[src/rtl/saw_pkg.sv]
// Shared constants, frame layout and frame-verdict helper for the sawtooth
// configuration controller.
package saw_pkg;

   localparam int         FRAME_BITS      = 24;
   localparam logic [4:0] FRAME_CNT_FULL  = 5'd24;

   localparam logic [6:0] ADDR_FREQ       = 7'h00;
   localparam logic [6:0] ADDR_VOL        = 7'h01;
   localparam logic [6:0] ADDR_CTRL       = 7'h02;

   localparam logic [7:0]  VOL_RST        = 8'h80;
   localparam logic [15:0] FREQ_RST       = 16'h0000;

   localparam int CTRL_OSC_EN_BIT         = 0;
   localparam int CTRL_TRIG_BIT           = 1;

   typedef struct packed {
      logic        wr;
      logic [6:0]  addr;
      logic [15:0] data;
   } saw_frame_t;

   typedef enum logic [1:0] {
      FRAME_NONE = 2'd0,
      FRAME_OK   = 2'd1,
      FRAME_BAD  = 2'd2
   } frame_verdict_e;

   // ovf flags bits beyond the 24th, which the saturating counter cannot show
   function automatic frame_verdict_e judge_frame(input logic [4:0] cnt, input logic ovf);
      frame_verdict_e v;
      if (ovf) begin
         v = FRAME_BAD;
      end else if (cnt == 5'd0) begin
         v = FRAME_NONE;
      end else if (cnt == FRAME_CNT_FULL) begin
         v = FRAME_OK;
      end else begin
         v = FRAME_BAD;
      end
      return v;
   endfunction

endpackage

[src/rtl/saw_spi_sync.sv]
// Brings the asynchronous SPI pins into the clk domain and derives the
// spi_clk rise and spi_nss rise/fall strobes.
module saw_spi_sync (
   input  logic clk,
   input  logic rstn,
   input  logic spi_clk,
   input  logic spi_mosi,
   input  logic spi_nss,
   output logic sclk_rise,
   output logic mosi_lvl,
   output logic nss_lvl,
   output logic nss_rise,
   output logic nss_fall
);

   // pin order in the vectors: {nss, mosi, clk}
   logic [2:0] meta_r;
   logic [2:0] sync_r;
   logic [1:0] last_r;

   // Flops reset low so a chip select already low at reset release never
   // looks like a frame start.
   always_ff @(posedge clk or negedge rstn) begin
      if (!rstn) begin
         meta_r <= 3'b000;
         sync_r <= 3'b000;
         last_r <= 2'b00;
      end else begin
         meta_r <= {spi_nss, spi_mosi, spi_clk};
         sync_r <= meta_r;
         last_r <= {sync_r[2], sync_r[0]};
      end
   end

   assign sclk_rise = sync_r[0] & ~last_r[0];
   assign mosi_lvl  = sync_r[1];
   assign nss_lvl   = sync_r[2];
   assign nss_rise  = sync_r[2] & ~last_r[1];
   assign nss_fall  = ~sync_r[2] & last_r[1];

endmodule

[src/rtl/saw_cfg_ctrl.sv]
// SPI write-frame decoder, register file and wrap-aligned FREQ scheduler.
// Optional stalled-frame abort is compiled in with SAW_SPI_TIMEOUT_EN.
module saw_cfg_ctrl
   import saw_pkg::*;
#(
   parameter int TIMEOUT_CYCLES = 4096
) (
   input  logic        clk,
   input  logic        rstn,
   input  logic        spi_clk,
   input  logic        spi_mosi,
   input  logic        spi_nss,
   input  logic        phase_wrap,
   output logic [15:0] freq_inc,
   output logic [7:0]  volume,
   output logic        osc_en,
   output logic        trig_mode,
   output logic        cfg_stb,
   output logic        frame_err
);

   logic sclk_rise_s;
   logic mosi_s;
   logic nss_s;
   logic nss_rise_s;
   logic nss_fall_s;

   saw_spi_sync u_sync (
      .clk       (clk),
      .rstn      (rstn),
      .spi_clk   (spi_clk),
      .spi_mosi  (spi_mosi),
      .spi_nss   (spi_nss),
      .sclk_rise (sclk_rise_s),
      .mosi_lvl  (mosi_s),
      .nss_lvl   (nss_s),
      .nss_rise  (nss_rise_s),
      .nss_fall  (nss_fall_s)
   );

   logic                 active_r;
   logic [4:0]           bit_cnt_r;
   logic                 ovf_r;
   logic [FRAME_BITS-1:0] shift_r;
   logic                 cfg_stb_r;
   logic                 frame_err_r;
   logic [15:0]          freq_inc_r;
   logic [15:0]          freq_pend_r;
   logic                 pend_valid_r;
   logic [7:0]           volume_r;
   logic                 osc_en_r;
   logic                 trig_mode_r;

   saw_frame_t     frame_s;
   frame_verdict_e verdict_s;
   logic           wr_ok_s;
   logic           freq_wr_s;
   logic           vol_wr_s;
   logic           ctrl_wr_s;
   logic           load_s;
   logic           timeout_s;

   // Frame judgement, address decode and FREQ commit condition.
   always_comb begin
      frame_s   = saw_frame_t'(shift_r);
      verdict_s = judge_frame(bit_cnt_r, ovf_r);
      wr_ok_s   = 1'b0;
      freq_wr_s = 1'b0;
      vol_wr_s  = 1'b0;
      ctrl_wr_s = 1'b0;
      if (nss_rise_s && (verdict_s == FRAME_OK) && frame_s.wr) begin
         wr_ok_s = 1'b1;
      end else begin
         wr_ok_s = 1'b0;
      end
      case (frame_s.addr)
         ADDR_FREQ: freq_wr_s = wr_ok_s;
         ADDR_VOL:  vol_wr_s  = wr_ok_s;
         ADDR_CTRL: ctrl_wr_s = wr_ok_s;
         default: begin
            freq_wr_s = 1'b0;
            vol_wr_s  = 1'b0;
            ctrl_wr_s = 1'b0;
         end
      endcase
      load_s = pend_valid_r & (phase_wrap | ~osc_en_r);
   end

`ifdef SAW_SPI_TIMEOUT_EN
   localparam logic [15:0] TMO_LIMIT = 16'(TIMEOUT_CYCLES - 1);

   logic [15:0] idle_cnt_r;
   logic        idle_s;

   // Idle means a partial frame is held with chip select low and no spi_clk edge.
   always_comb begin
      idle_s    = 1'b0;
      timeout_s = 1'b0;
      if (active_r && !nss_s && !sclk_rise_s && !ovf_r &&
          (bit_cnt_r != 5'd0) && (bit_cnt_r != FRAME_CNT_FULL)) begin
         idle_s    = 1'b1;
         timeout_s = (idle_cnt_r == TMO_LIMIT);
      end else begin
         idle_s    = 1'b0;
         timeout_s = 1'b0;
      end
   end

   always_ff @(posedge clk or negedge rstn) begin
      if (!rstn) begin
         idle_cnt_r <= 16'd0;
      end else if (idle_s && !timeout_s) begin
         idle_cnt_r <= idle_cnt_r + 16'd1;
      end else begin
         idle_cnt_r <= 16'd0;
      end
   end
`else
   assign timeout_s = 1'b0;

   // The parameter stays on the interface so both builds instantiate alike.
   if (TIMEOUT_CYCLES < 1) begin : g_timeout_unused
   end
`endif

   // Shifter and bit counter; a frame is only collected after a seen nss fall.
   always_ff @(posedge clk or negedge rstn) begin
      if (!rstn) begin
         active_r    <= 1'b0;
         bit_cnt_r   <= 5'd0;
         ovf_r       <= 1'b0;
         shift_r     <= 24'h000000;
         cfg_stb_r   <= 1'b0;
         frame_err_r <= 1'b0;
      end else begin
         cfg_stb_r   <= 1'b0;
         frame_err_r <= 1'b0;
         if (nss_fall_s) begin
            active_r  <= 1'b1;
            bit_cnt_r <= 5'd0;
            ovf_r     <= 1'b0;
         end else if (nss_rise_s) begin
            active_r    <= 1'b0;
            bit_cnt_r   <= 5'd0;
            ovf_r       <= 1'b0;
            cfg_stb_r   <= wr_ok_s;
            frame_err_r <= (verdict_s == FRAME_BAD);
         end else if (timeout_s) begin
            active_r    <= 1'b0;
            bit_cnt_r   <= 5'd0;
            ovf_r       <= 1'b0;
            frame_err_r <= 1'b1;
         end else if (active_r && !nss_s && sclk_rise_s) begin
            if (bit_cnt_r == FRAME_CNT_FULL) begin
               ovf_r <= 1'b1;
            end else begin
               shift_r   <= {shift_r[FRAME_BITS-2:0], mosi_s};
               bit_cnt_r <= bit_cnt_r + 5'd1;
            end
         end
      end
   end

   // Register file; freq_inc only moves on a wrap or while the oscillator is off.
   always_ff @(posedge clk or negedge rstn) begin
      if (!rstn) begin
         freq_inc_r   <= FREQ_RST;
         freq_pend_r  <= FREQ_RST;
         pend_valid_r <= 1'b0;
         volume_r     <= VOL_RST;
         osc_en_r     <= 1'b0;
         trig_mode_r  <= 1'b0;
      end else begin
         if (vol_wr_s) begin
            volume_r <= frame_s.data[7:0];
         end
         if (ctrl_wr_s) begin
            osc_en_r    <= frame_s.data[CTRL_OSC_EN_BIT];
            trig_mode_r <= frame_s.data[CTRL_TRIG_BIT];
         end
         if (load_s) begin
            freq_inc_r <= freq_pend_r;
         end
         if (freq_wr_s) begin
            freq_pend_r  <= frame_s.data;
            pend_valid_r <= 1'b1;
         end else if (load_s) begin
            pend_valid_r <= 1'b0;
         end
      end
   end

   assign freq_inc  = freq_inc_r;
   assign volume    = volume_r;
   assign osc_en    = osc_en_r;
   assign trig_mode = trig_mode_r;
   assign cfg_stb   = cfg_stb_r;
   assign frame_err = frame_err_r;

endmodule

[config.mk]
export PLATFORM = sky130hd
export DESIGN_NAME = saw_cfg_ctrl
export DESIGN_NICKNAME = d
export VERILOG_FILES = /design/src/rtl/saw_pkg.sv /design/src/rtl/saw_spi_sync.sv /design/src/rtl/saw_cfg_ctrl.sv
export SDC_FILE = /design/constraint.sdc
export NUM_CORES = 1
export LEC_CHECK = 0
export CORE_ASPECT_RATIO = 0.6
export CORE_MARGIN = 8
export CORE_UTILIZATION = 25
export CTS_BUF_LIST = sky130_fd_sc_hd__clkbuf_2 sky130_fd_sc_hd__clkbuf_4 sky130_fd_sc_hd__clkbuf_8
export DETAILED_ROUTE_END_ITERATION = 7
export SETUP_SLACK_MARGIN = 0.02
export SLEW_MARGIN = 20
export SYNTH_ARGS = -nofsm -noshare
export SYNTH_HDL_FRONTEND = slang
export SYNTH_SLANG_ARGS = --single-unit
[constraint.sdc]
create_clock -name clk -period 2.75 [get_ports clk]
set_input_delay 0.4125 -clock clk [delete_from_list [all_inputs] [get_ports clk]]
set_output_delay 0.4125 -clock clk [all_outputs]
set_load 0.01 [all_outputs]
==> flow_summary_export.csv <==
group,metric,value,unit
outcome,outcome,"finished, final reports clean",
logic_synthesis,synth_nets,215,
detailed_routing,vias,1734,
logic_synthesis,ys_ff_latch,84,
grt,antenna_found_initial,0,
final_layout,finalInstanceArea,4035,um^2
logic_synthesis,muxShareOfSynthArea,0.2405,
critical_path,worst-r2r-setup-slack,0.50,ns
sta,min_period,2.252,ns
cts,post_cts_buffers,0,
logic_synthesis,ys_types,32,
cts,ctsResizeCount,0,
logic_synthesis,synthAdderAreaFrac,0.01527,
critical_path,cp-end-kind,"flop",
logic_synthesis,synth_top_family_by_area,"multiplexers",
logic_synthesis,avgSynthCellArea,15.99,um^2
cts,ctsLongestPathBuffers,2,
final_layout,nets,258,
floorplanning,core,12810,um^2
final_layout,antenna_cells,0,
critical_path,startpoint_type,"flop",
cts,cts_hold_buffers,0,
critical_path,required,2.99,ns
critical_path,reg2reg_depth,6,
floorplanning,start_util,0.2559,
logic_synthesis,syn_area,3278,um^2
final_layout,fill_cells,1287,
detailed_routing,drt_first_pass_iters,4,
logic_synthesis,synth_edf_count,0,
placement,dp_hpwl,3984,um
detailed_routing,wl_met1,2936,um
sta,skew,0.01066,ns
logic_synthesis,synth_area_leader_cell,"dfrtp_1",
cts,cts_num_sinks,84,
logic_synthesis,synth-seq-area-share,0.6416,
power,max-vdd-ir-drop,0.0002065,V
critical_path,crit_path_start,"bit_cnt_r[0]$_DFFE_PN0P_",
cts,cts_buffers,9,
flow_run,drv_cap,0,
cts,root_buffer,"clkbuf_8",
grt,grt_max_degree,51,
grt,grt_pass1_wl,9867,um
logic_synthesis,synth.area.top_cells,"dfrtp_1, mux2_2, mux2_4",
critical_path,critPathMaxFanout,8,
sta,fin_crit_sh,0.8190,
sta,rsz0062_at_grt,"false",
placement,gp_congestion,0.7470,
detailed_routing,drtIter0Drc,84,
cts,clkSlewWorstSetupHoldPaths,0.08,ns
sta,setup_viol,0,
sta,worst_slew_pin_slew,0.6570,ns
logic_synthesis,async_reset_ff_frac,1.000,
detailed_routing,wl_met3,400,um
logic_synthesis,syn_inst,205,
power,power_density,576.3,nW/um^2
sta,finalHoldViolCount,0,
floorplanning,die_h,104.7,um
logic_synthesis,post-synth-top-count-cell,"dfrtp_1",
sta,slew_headroom,0.5620,
logic_synthesis,synth-compound-area-share,0.01908,
sta,finalSetupTns,0,ns
floorplanning,rows,32,
logic_synthesis,synth_top_area_share,0.6336,
logic_synthesis,yosys.area_share.simple,0.06756,
logic_synthesis,ys_warn_count,0,
critical_path,r2r_end,"volume[3]$_DFFE_PN0P_",
critical_path,r2r-start,"bit_cnt_r[0]$_DFFE_PN0P_",
sta,finalMaxSlewViolations,0,
grt,grt_pass1_vias,1836,
worst_hold_path,hp-class,"primary input to async pin",
cts,htreeDepth,3,
detailed_routing,avgRoutedWirePerCell,13.92,um
grt,grt_usage,0.07457,
detailed_routing,viasPerCell,4.099,
final_layout,syn2layout_area_growth,23.09,%
critical_path,crit_path_end,"volume[3]$_DFFE_PN0P_",
floorplanning,die_area,17150,um^2
detailed_routing,dr.max_layer_used,"met4",
critical_path,critical_path_arrival,2.50,ns
placement,dpl_cell_area,3829,um^2
detailed_routing,wl,5888,um
grt,grt-ovfl-total,0,
cts,cts_tree,"yes",
floorplanning,die_width,163.8,um
floorplanning,pin_count,34,
detailed_routing,drtAntennaViolNets,0,
detailed_routing,remaining_drc_errors,0,
power,p_leak,1.950,nW
cts,insertion_delay,0.36,ns
logic_synthesis,synth_xor_area_frac,0.002672,
logic_synthesis,synthFlopType,"dfrtp_1",
sta,fmax,444.0,MHz
critical_path,worstSetupPathType,"flop to flop",
detailed_routing,wl_met2,2398,um
placement,io_buffers,33,
logic_synthesis,synth_common_cells,"dfrtp_1, mux2_2, mux2_4",
final_layout,drive_gt1_frac,0.3676,
[per-layer routing]
layer,vias up,track usage
li1,822,-
met1,858,0.09771
met2,39,0.09929
met3,15,0.03331
met4,0,0.04264
met5,-,0
[through the flow]
step           instances  setup WS [ns]    util  hold WS, ns  power [W]
2_1_floorplan        205         0.7666       -       0.1169   0.001388
3_3_place_gp         407         0.5901  0.2988       0.3335   0.001446
3_5_place_dp         407         0.5196  0.2988       0.3387   0.001452
4_1_cts              423         0.4979  0.3149      0.08823   0.002367
5_1_grt              423         0.3774  0.3149       0.1192   0.002433
6_report             423         0.4976  0.3149      0.07439   0.002326
[flip-flops by register name, summed over array words and instances, names as in the netlist, 2 cells and up]
signal	cells
frame_s	24
freq_inc	16
freq_pend_r	16
volume	8
bit_cnt_r	5
u_sync.meta_r	3
u_sync.sync_r	3
u_sync.last_r	2
[logic make-up (layout without fill, tap and decap cells)]
logic type,count (synthesis),after routing
flops,84,84
buf+inv,9,57
compound gates,11,11
fa+ha+maj,4,4
simple gates,29,29
mux,67,67
xor+xnor,1,1
[area by class of cell]
| class | count | area (um^2) | share of cell area |
|---|---|---|---|
| clock buffer | 12 | 158.9 | 0.03938 |
| sequential | 84 | 2103 | 0.5212 |
| timing repair buffer | 36 | 362.8 | 0.08992 |
| tap | 170 | 212.7 | 0.05271 |
| clock inverter | 4 | 47.55 | 0.01178 |
| multi-input combinational | 112 | 1131 | 0.2803 |
| inverter | 5 | 18.77 | 0.004651 |
[critical path, cell delays in order (launching register included)]
cell	delay, ns
dfrtp_1	0.42
inv_1	0.07
ha_1	0.18
nand4b_1	0.24
nor4_4	0.44
nand4b_2	0.38
mux2_2	0.40
[power breakdown]
group / switching, W / leakage, nW / internal [W]
Combinational: 0.0000751 / 0.698 / 0.0000545
Clock: 0.000425 / 0.106 / 0.000476
Sequential: 0.0000300 / 1.15 / 0.00126
[worst min path at each step]
| stage | from | endpoint | slack, ns | cells past startpoint |
|---|---|---|---|---|
| after detailed placement | u_sync.meta_r[1]$_DFF_PN0_ | u_sync.sync_r[1]$_DFF_PN0_ | 0.34 | 0 |
| after CTS | rstn | bit_cnt_r[1]$_DFFE_PN0P_ | 0.09 | 1 |
| after floorplan | rstn | active_r$_DFFE_PN0N_ | 0.12 | 0 |
| after global placement | u_sync.meta_r[0]$_DFF_PN0_ | u_sync.sync_r[0]$_DFF_PN0_ | 0.33 | 0 |
| after global routing | rstn | bit_cnt_r[1]$_DFFE_PN0P_ | 0.12 | 1 |
| final | rstn | bit_cnt_r[1]$_DFFE_PN0P_ | 0.07 | 1 |
[cell usage in the layout, fill, tap and decap left out, types with 2 or more instances in the layout]
cell	synthesis	routed
nor2_1	2	2
clkdlybuf4s50_1	0	32
ha_1	4	4
nand2b_1	2	2
nand4b_1	2	2
clkinv_2	0	2
buf_4	0	3
nand2_1	5	5
clkbuf_8	0	11
o21ai_0	6	6
mux2_2	58	58
nor3_1	2	2
and2_1	3	3
inv_1	5	5
o31ai_1	2	2
nand3_1	3	3
dfrtp_1	83	83
mux2_4	9	9
Note: power is estimated with default switching activity, not from simulation.
